### src/rtl/control_fsm_pkg.sv
// control_fsm_pkg: shared state, opcode, funct7 and ALU operation codes for the control unit and datapath
package control_fsm_pkg;
  localparam logic [2:0] S_IF  = 3'b000;
  localparam logic [2:0] S_ID  = 3'b001;
  localparam logic [2:0] S_EX  = 3'b010;
  localparam logic [2:0] S_MEM = 3'b011;
  localparam logic [2:0] S_WB  = 3'b100;
  localparam logic [6:0] OP_R      = 7'b0110011;
  localparam logic [6:0] OP_I      = 7'b0010011;
  localparam logic [6:0] OP_LOAD   = 7'b0000011;
  localparam logic [6:0] OP_STORE  = 7'b0100011;
  localparam logic [6:0] OP_BRANCH = 7'b1100011;
  localparam logic [6:0] F7_ALT = 7'b0100000;
  localparam logic [3:0] ALU_AND = 4'b0000;
  localparam logic [3:0] ALU_OR  = 4'b0001;
  localparam logic [3:0] ALU_ADD = 4'b0010;
  localparam logic [3:0] ALU_SLT = 4'b0100;
  localparam logic [3:0] ALU_XOR = 4'b0101;
  localparam logic [3:0] ALU_SUB = 4'b0110;
  localparam logic [3:0] ALU_SRL = 4'b1000;
  localparam logic [3:0] ALU_SLL = 4'b1001;
  localparam logic [3:0] ALU_SRA = 4'b1010;
  localparam logic [3:0] ALU_ERR = 4'b1111;
endpackage

### src/rtl/control_fsm_alu_ctrl_decode.sv
// alu_ctrl_decode: combinational decode of latched opcode/funct3/funct7
//   in : opcode_i, funct3_i, funct7_i
//   out: alu_ctrl_o, alu_src_o, mem_to_reg_o, illegal_o, is_load_o, is_store_o, is_branch_o, is_alu_o
module alu_ctrl_decode
  import control_fsm_pkg::*;
(
  input  logic [6:0] opcode_i,
  input  logic [2:0] funct3_i,
  input  logic [6:0] funct7_i,
  output logic [3:0] alu_ctrl_o,
  output logic       alu_src_o,
  output logic       mem_to_reg_o,
  output logic       illegal_o,
  output logic       is_load_o,
  output logic       is_store_o,
  output logic       is_branch_o,
  output logic       is_alu_o
);
  logic is_r, is_i;
  logic [3:0] alu_fn;
  assign is_r        = opcode_i == OP_R;
  assign is_i        = opcode_i == OP_I;
  assign is_load_o   = opcode_i == OP_LOAD;
  assign is_store_o  = opcode_i == OP_STORE;
  assign is_branch_o = opcode_i == OP_BRANCH;
  assign is_alu_o    = is_r | is_i;
  assign illegal_o   = ~(is_alu_o | is_load_o | is_store_o | is_branch_o);
  assign alu_src_o   = is_load_o | is_store_o | is_i;
  assign mem_to_reg_o = is_load_o;
  // SUB exists only as R-type; I-ALU with funct7 bits set in the immediate is still ADD
  always_comb begin
    alu_fn = ALU_ERR;
    case (funct3_i)
      3'b000: alu_fn = (is_r && funct7_i == F7_ALT) ? ALU_SUB : ALU_ADD;
      3'b111: alu_fn = ALU_AND;
      3'b110: alu_fn = ALU_OR;
      3'b100: alu_fn = ALU_XOR;
      3'b001: alu_fn = ALU_SLL;
      3'b101: alu_fn = (funct7_i == F7_ALT) ? ALU_SRA : ALU_SRL;
      3'b010: alu_fn = ALU_SLT;
      default: alu_fn = ALU_ERR;
    endcase
  end
  assign alu_ctrl_o = (is_load_o | is_store_o) ? ALU_ADD :
                      is_branch_o ? ALU_SUB :
                      is_alu_o ? alu_fn : ALU_ERR;
endmodule

### src/rtl/control_fsm.sv
// control_fsm: multicycle IF/ID/EX/MEM/WB sequencer and control-strobe decoder
//   in : clk, rst (sync, active-high), instr (valid in IF), Zero (valid in EX), dMemReady
//   out: fsm_state, loadPC, PCSrc, RegWrite, MemRead, MemWrite, MemToReg, ALUSrc, ALUCtrl, illegal, retired
module control_fsm
  import control_fsm_pkg::*;
#(
  parameter bit USE_MEM_READY = 1'b1
) (
  input  logic        clk,
  input  logic        rst,
  input  logic [31:0] instr,
  input  logic        Zero,
  input  logic        dMemReady,
  output logic [2:0]  fsm_state,
  output logic        loadPC,
  output logic        PCSrc,
  output logic        RegWrite,
  output logic        MemRead,
  output logic        MemWrite,
  output logic        MemToReg,
  output logic        ALUSrc,
  output logic [3:0]  ALUCtrl,
  output logic        illegal,
  output logic [31:0] retired
);
  logic [2:0] state_q, state_d;
  logic [6:0] opcode_q, funct7_q;
  logic [2:0] funct3_q;
  logic zero_q;
  logic [31:0] retired_q;
  logic alu_src, mem_to_reg, ill, is_load, is_store, is_branch, is_alu;
  logic mem_ready, in_if, in_mem, in_wb;
  logic unused_instr;
  assign unused_instr = ^{instr[24:15], instr[11:7]};
  alu_ctrl_decode u_dec (
    .opcode_i    (opcode_q),
    .funct3_i    (funct3_q),
    .funct7_i    (funct7_q),
    .alu_ctrl_o  (ALUCtrl),
    .alu_src_o   (alu_src),
    .mem_to_reg_o(mem_to_reg),
    .illegal_o   (ill),
    .is_load_o   (is_load),
    .is_store_o  (is_store),
    .is_branch_o (is_branch),
    .is_alu_o    (is_alu)
  );
  assign mem_ready = USE_MEM_READY ? dMemReady : 1'b1;
  assign in_if  = state_q == S_IF;
  assign in_mem = state_q == S_MEM;
  assign in_wb  = state_q == S_WB;
  // unreachable codes and WB both fall back to IF
  always_comb begin
    state_d = (state_q == S_IF) ? S_ID :
              (state_q == S_ID) ? S_EX :
              (state_q == S_EX) ? S_MEM :
              in_mem ? (((is_load | is_store) && !mem_ready) ? S_MEM : S_WB) : S_IF;
  end
  always_ff @(posedge clk) begin
    if (rst) begin
      state_q   <= S_IF;
      opcode_q  <= '0;
      funct3_q  <= '0;
      funct7_q  <= '0;
      zero_q    <= 1'b0;
      retired_q <= '0;
    end else begin
      state_q <= state_d;
      if (in_if) begin
        opcode_q <= instr[6:0];
        funct3_q <= instr[14:12];
        funct7_q <= instr[31:25];
      end
      if (state_q == S_EX) zero_q <= Zero;
      if (in_wb) retired_q <= retired_q + 32'd1;
    end
  end
  assign fsm_state = state_q;
  assign retired   = retired_q;
  assign ALUSrc    = !in_if && alu_src;
  assign MemToReg  = !in_if && mem_to_reg;
  assign illegal   = !in_if && ill;
  assign MemRead   = in_mem && is_load;
  assign MemWrite  = in_mem && is_store;
  assign RegWrite  = in_wb && (is_alu | is_load);
  assign loadPC    = in_wb;
  assign PCSrc     = in_wb && is_branch && funct3_q == 3'b000 && zero_q;
endmodule

### config.mk
export PLATFORM = sky130hd
export DESIGN_NAME = control_fsm
export DESIGN_NICKNAME = d
export VERILOG_FILES = /design/src/rtl/control_fsm_pkg.sv /design/src/rtl/control_fsm_alu_ctrl_decode.sv /design/src/rtl/control_fsm.sv
export SDC_FILE = /design/constraint.sdc
export NUM_CORES = 1
export LEC_CHECK = 0
export BUFFER_PORTS_ARGS = -buffer_cell sky130_fd_sc_hd__clkbuf_2
export CAP_MARGIN = 20
export CORE_MARGIN = 10
export CORE_UTILIZATION = 50
export CTS_CLUSTER_DIAMETER = 30
export CTS_CLUSTER_SIZE = 28
export DETAILED_ROUTE_END_ITERATION = 6
export PLACE_DENSITY_LB_ADDON = 0.3
export SLEW_MARGIN = 30
export SYNTH_ARGS = -nofsm -noshare
export SYNTH_HDL_FRONTEND = slang
export SYNTH_SLANG_ARGS = --single-unit
### constraint.sdc
create_clock -name clk -period 2.55 [get_ports clk]
set_input_delay 0 -clock clk [delete_from_list [all_inputs] [get_ports clk]]
set_output_delay 0 -clock clk [all_outputs]
set_load 0.02 [all_outputs]
# Yosys cells after proc, flatten, opt, wreduce, memory -nomap -nowiden
# Index checks and enable logic that the tools add are counted.
[op_classes]
addsub = 1
eq_ne = 16
n_mux = 11
bitwise_logic = 8
reduce_logical = 17
[ops]
columns = ["op", "n"]
rows = [
  ["32-bit by 1-bit adder with 32-bit output (second input constant)", 1],
  ["4-bit one-hot mux with 7 select lines", 1],
  ["7-bit by 6-bit == test with 1-bit output (second input constant)", 3],
  ["3-bit == test (second input constant)", 5],
  ["4-bit two-way mux", 3],
  ["1-bit logical AND", 11],
  ["3-bit by 2-bit == test with 1-bit output (second input constant)", 3],
  ["2-bit two-way mux", 4],
  ["7-bit by 2-bit == test with 1-bit output (second input constant)", 1],
  ["7-bit by 5-bit == test with 1-bit output (second input constant)", 1],
  ["7-bit == test (second input constant)", 1],
  ["3-bit by 1-bit == test with 1-bit output (second input constant)", 2],
  ["3-bit logical NOT", 2],
  ["3-bit two-way mux", 2],
  ["1-bit bitwise OR", 6],
  ["5-bit OR reduction", 1],
  ["1-bit logical NOT", 2],
  ["1-bit NOT", 2],
  ["2-bit OR reduction", 1],
  ["1-bit two-way mux", 1],
]
[totals]
register_bits = 53
input_bits = 36
out_inout_bits = 47
wordCells = 61

# Logic depth before layout (Yosys ltp)
[depth]
word_depth = 8
ltp_mapped = 7
mapped_depth_nobuf = 5

# By module
# Synthesis repeated with hierarchy kept, for this count alone.
[unflattened]
hier_cells = 319
hier_area_um2 = 2592.5
[by_module_without_submodules]
columns = ["module", "n_inst", "cells_per_inst", "area_per_inst_um2", "seq_area_each_um2"]
rows = [
  ["control_fsm", 1, 286, 2356.0, 1061.0],
  ["alu_ctrl_decode", 1, 33, 236.5, 0.0],
]

# Worst setup path before layout
# OpenSTA, ideal clock, no wires.
[synth_timing]
kind = "flip-flop to flip-flop"
startpoint = "reg state_q[2], in the netlist fsm_state[2]"
endpoint = "reg retired_q[27], in the netlist retired[27]"
setup_time_ns = 0.070
arrival_ns = 2.294
required_ns = 2.480
path_slack_ns = 0.186
stages_incl_launch_ff = 7
path_buffers = 2
period_less_slack_ns = 2.364
path_cell_list = "dfxtp_1 > or3b_1 > buf_6 > or4_4 > buf_6 > or4_1 > a21oi_1"
[synth_between]
elab_chain_len = 1
[synth_rtl]
columns = ["element", "line", "source"]
rows = [
  ["start: declaration", "control_fsm.sv:26", "logic [2:0] state_q, state_d;"],
  ["start signal: assignment", "control_fsm.sv:68", "state_q <= state_d;"],
  ["3-bit == test", "control_fsm.sv:51", "assign in_wb = state_q == S_WB;"],
  ["end signal: assignment", "control_fsm.sv:75", "if (in_wb) retired_q <= retired_q + 32'd1;"],
  ["end: declaration", "control_fsm.sv:30", "logic [31:0] retired_q;"],
]
# Every way passes these cells.
# A chain may end at the register's enable or synchronous reset.

# Worst setup path after layout
[layout_timing]
startpoint = "reg state_q[0], in the netlist fsm_state[0]"
endpoint = "reg retired_q[31], in the netlist retired[31]"
# Same word-level chain as after synthesis.

==> impl_metrics.ini <==
[floorplan]
fp.dieW_um = 91.5
dieArea_um2 = 8370
fp.dieH_um = 91.5
core_um2 = 4850
initial_core_util_pct = 52.7
boundaryPins = 83
num_rows = 25

[place]
dp.final_hpwl_mm = 4.77
post-place-cells = 433
gp_congestion = 0.821
io_buffers = 67

[finish]
regArea_um2 = 1060
diodes = 0
fill_cells = 414
drive_above_1_share_pct = 23.4
area_growth_pct = 26.5
multiInputGateArea_um2 = 1360
fin_cells = 460
layout.nets = 429

[clocking]
cts_sinks = 53
insertion_delay_ns = 0.31
post_cts_buffers = 0
h-tree-depth = 2
root_buffer = clkbuf_8
cts_tree = done
cts.clk_slew.worst_paths_ns = 0.10
clock_path_buffers = 2
cts_resized = 0
numCtsBuffers = 5

[setup_path]
arrival_ns = 2.56
end_kind = flop
regToRegStartpoint = fsm_state[0]
reg2reg_slack_ns = 0.23
startpoint_type = flop
cp_max_fo = 11
crit_start = fsm_state[0]
worstPathRequired_ns = 2.79
path_class = flop to flop

[timing]
maxSlewViolCount = 0
worst_pin_slew_ns = 0.698
max_freq_mhz = 432
tns_ns = 0
setup_violations = 0
relSlewSlack_pct = 53.4
rsz0062_at_grt = no
period_share_pct = 90.9
fin_skew_ns = 0.00949
finalCriticalPeriod_ns = 2.32
hold_viol = 0

[run_status]
outcome = complete, no violations

[routing]
drc_errors = 0
wl_mm = 6.56
m1WireLength_mm = 3.12
drt_first_iter_violations = 156
antenna_left = 0
first_pass_iters = 5
met3_length_um = 360
routed-via-count = 2498
vias_per_cell = 5.43
met2_length_mm = 3.02
avgRoutedWirePerCell_um = 14.3
highest_layer = met4

[global_route]
antenna_found_initial = 0
grt_pass1_vias = 2345
grt_pass1_wl_mm = 11.1
grt_max_degree = 36
grt-ovfl-total = 0
track_usage_pct = 15.3

[min_path]
min_from = rst
hp-class = input pin to flop

[logic_synthesis]
ys_types = 42
ys_seq_area_share_pct = 41.5
synth_ff_type = dfxtp_1
syn_area_um2 = 2550
synth-warning-count = 0
synthCells = 315
synth_edf_count = 0
ys_seq_elements = 53
syn_nets = 352
synth-async-reset-ratio_pct = 0
syn_avg_cell_area_um2 = 8.11

[flow_run]
maxCapViolCount = 0

[pwr]
irDropWorstVdd_uv = 328
power.leakage_nw = 1.23
p_per_area_nw_per_um2 = 538
flip-flops by register name (all words and copies together) (netlist names):
signal	count
fsm_state	3
opcode_q	7
retired	32
funct3_q	3
funct7_q	7
zero_q	1
routing by layer:
layer	track usage, %	vias up
met1	19.7	1157
met5	0	-
li1	-	1288
met3	3.70	6
met2	24.6	47
met4	4.83	0
what timing repair did:
item,CTS,global route
hold buffers,19,0
endpoints found under the setup margin,0,0
endpoints found under the hold margin,19,0
critical path, cell delays in order, from the launching register on:
cell	delay [ns]
dfxtp_1	0.40
or3b_1	0.55
or4_4	0.65
or4_1	0.52
a21oi_1	0.14
power breakdown:
part | internal [W] | switching (W)
registers | 0.000856 | 0.0000312
logic | 0.0000766 | 0.0000925
clock network | 0.000395 | 0.000289
worst paths after layout:
path / to / depth (start not counted)
setup / recovery: retired[31] / 4
setup reg to reg: retired[31] / 4
hold / removal: retired[8] / 2
hold reg to reg: funct7_q[3] / 2
logic make-up after synthesis:
| group | share of synthesized area [%] |
|---|---|
| AOI/OAI and AO/OA | 14.4 |
| muxes | 1.71 |
| buffers and inverters | 5.39 |
| DFF | 41.5 |
| xor gates and xnor gates | 4.46 |
| and+or+nand+nor | 32.0 |
| adders and majority gates | 0.490 |
per-stage QoR:
step / total power [W] / setup WS [ns] / hold slack [ns] / util, % / cell area, µm²
2_1_floorplan: 0.00100 / 0.186 / 0.133 / - / 2550
3_3_place_gp: 0.00105 / 0.271 / 0.224 / 59.9 / 2910
3_5_place_dp: 0.00105 / 0.241 / 0.229 / 59.9 / 2910
4_1_cts: 0.00175 / 0.216 / 0.315 / 66.7 / 3230
5_1_grt: 0.00181 / 0.116 / 0.401 / 66.7 / 3230
6_report: 0.00174 / 0.233 / 0.323 / 66.7 / 3230
layout make-up:
| class | instances | area share, % |
|---|---|---|
| Multi-Input combinational cell | 235 | 42.1 |
| Sequential cell | 53 | 32.8 |
| Timing Repair Buffer | 92 | 17.6 |
| Tap cell | 67 | 2.59 |
| Clock buffer | 5 | 2.13 |
| Clock inverter | 3 | 2.13 |
| Inverter | 5 | 0.580 |
synth_stat cells, drive strengths merged, types with 3 or more instances:
cell type / count / area share (%)
nand2b: 3 / 0.73
o21ai: 6 / 1.2
nand4: 10 / 2.4
and3: 3 / 0.73
xor2: 6 / 2.1
nand3: 9 / 1.8
nor4: 9 / 2.2
xnor2: 7 / 2.4
nand2: 55 / 8.1
mux2: 3 / 1.3
inv: 5 / 0.73
o31ai: 14 / 4.1
or4: 19 / 5.7
a21oi: 38 / 7.4
buf: 4 / 1.2
nor2: 20 / 2.9
dfxtp: 53 / 42
clkbuf: 18 / 3.4
or3: 5 / 1.4
nor3: 5 / 0.98
nor2b: 3 / 0.73
cells in the final DEF, fill, tap and decap left out, drive strengths merged, types with 5 or more instances in the layout:
cell          n
a21oi        38
buf           6
clkbuf       72
dfxtp        53
dlygate4sd3  19
inv           6
nand2        55
nand3         9
nand4        10
nor2         20
nor3          5
nor4          9
o21ai         6
o31ai        14
or3           5
or4          19
xnor2         7
xor2          6
(Power assumes the default switching activity.)
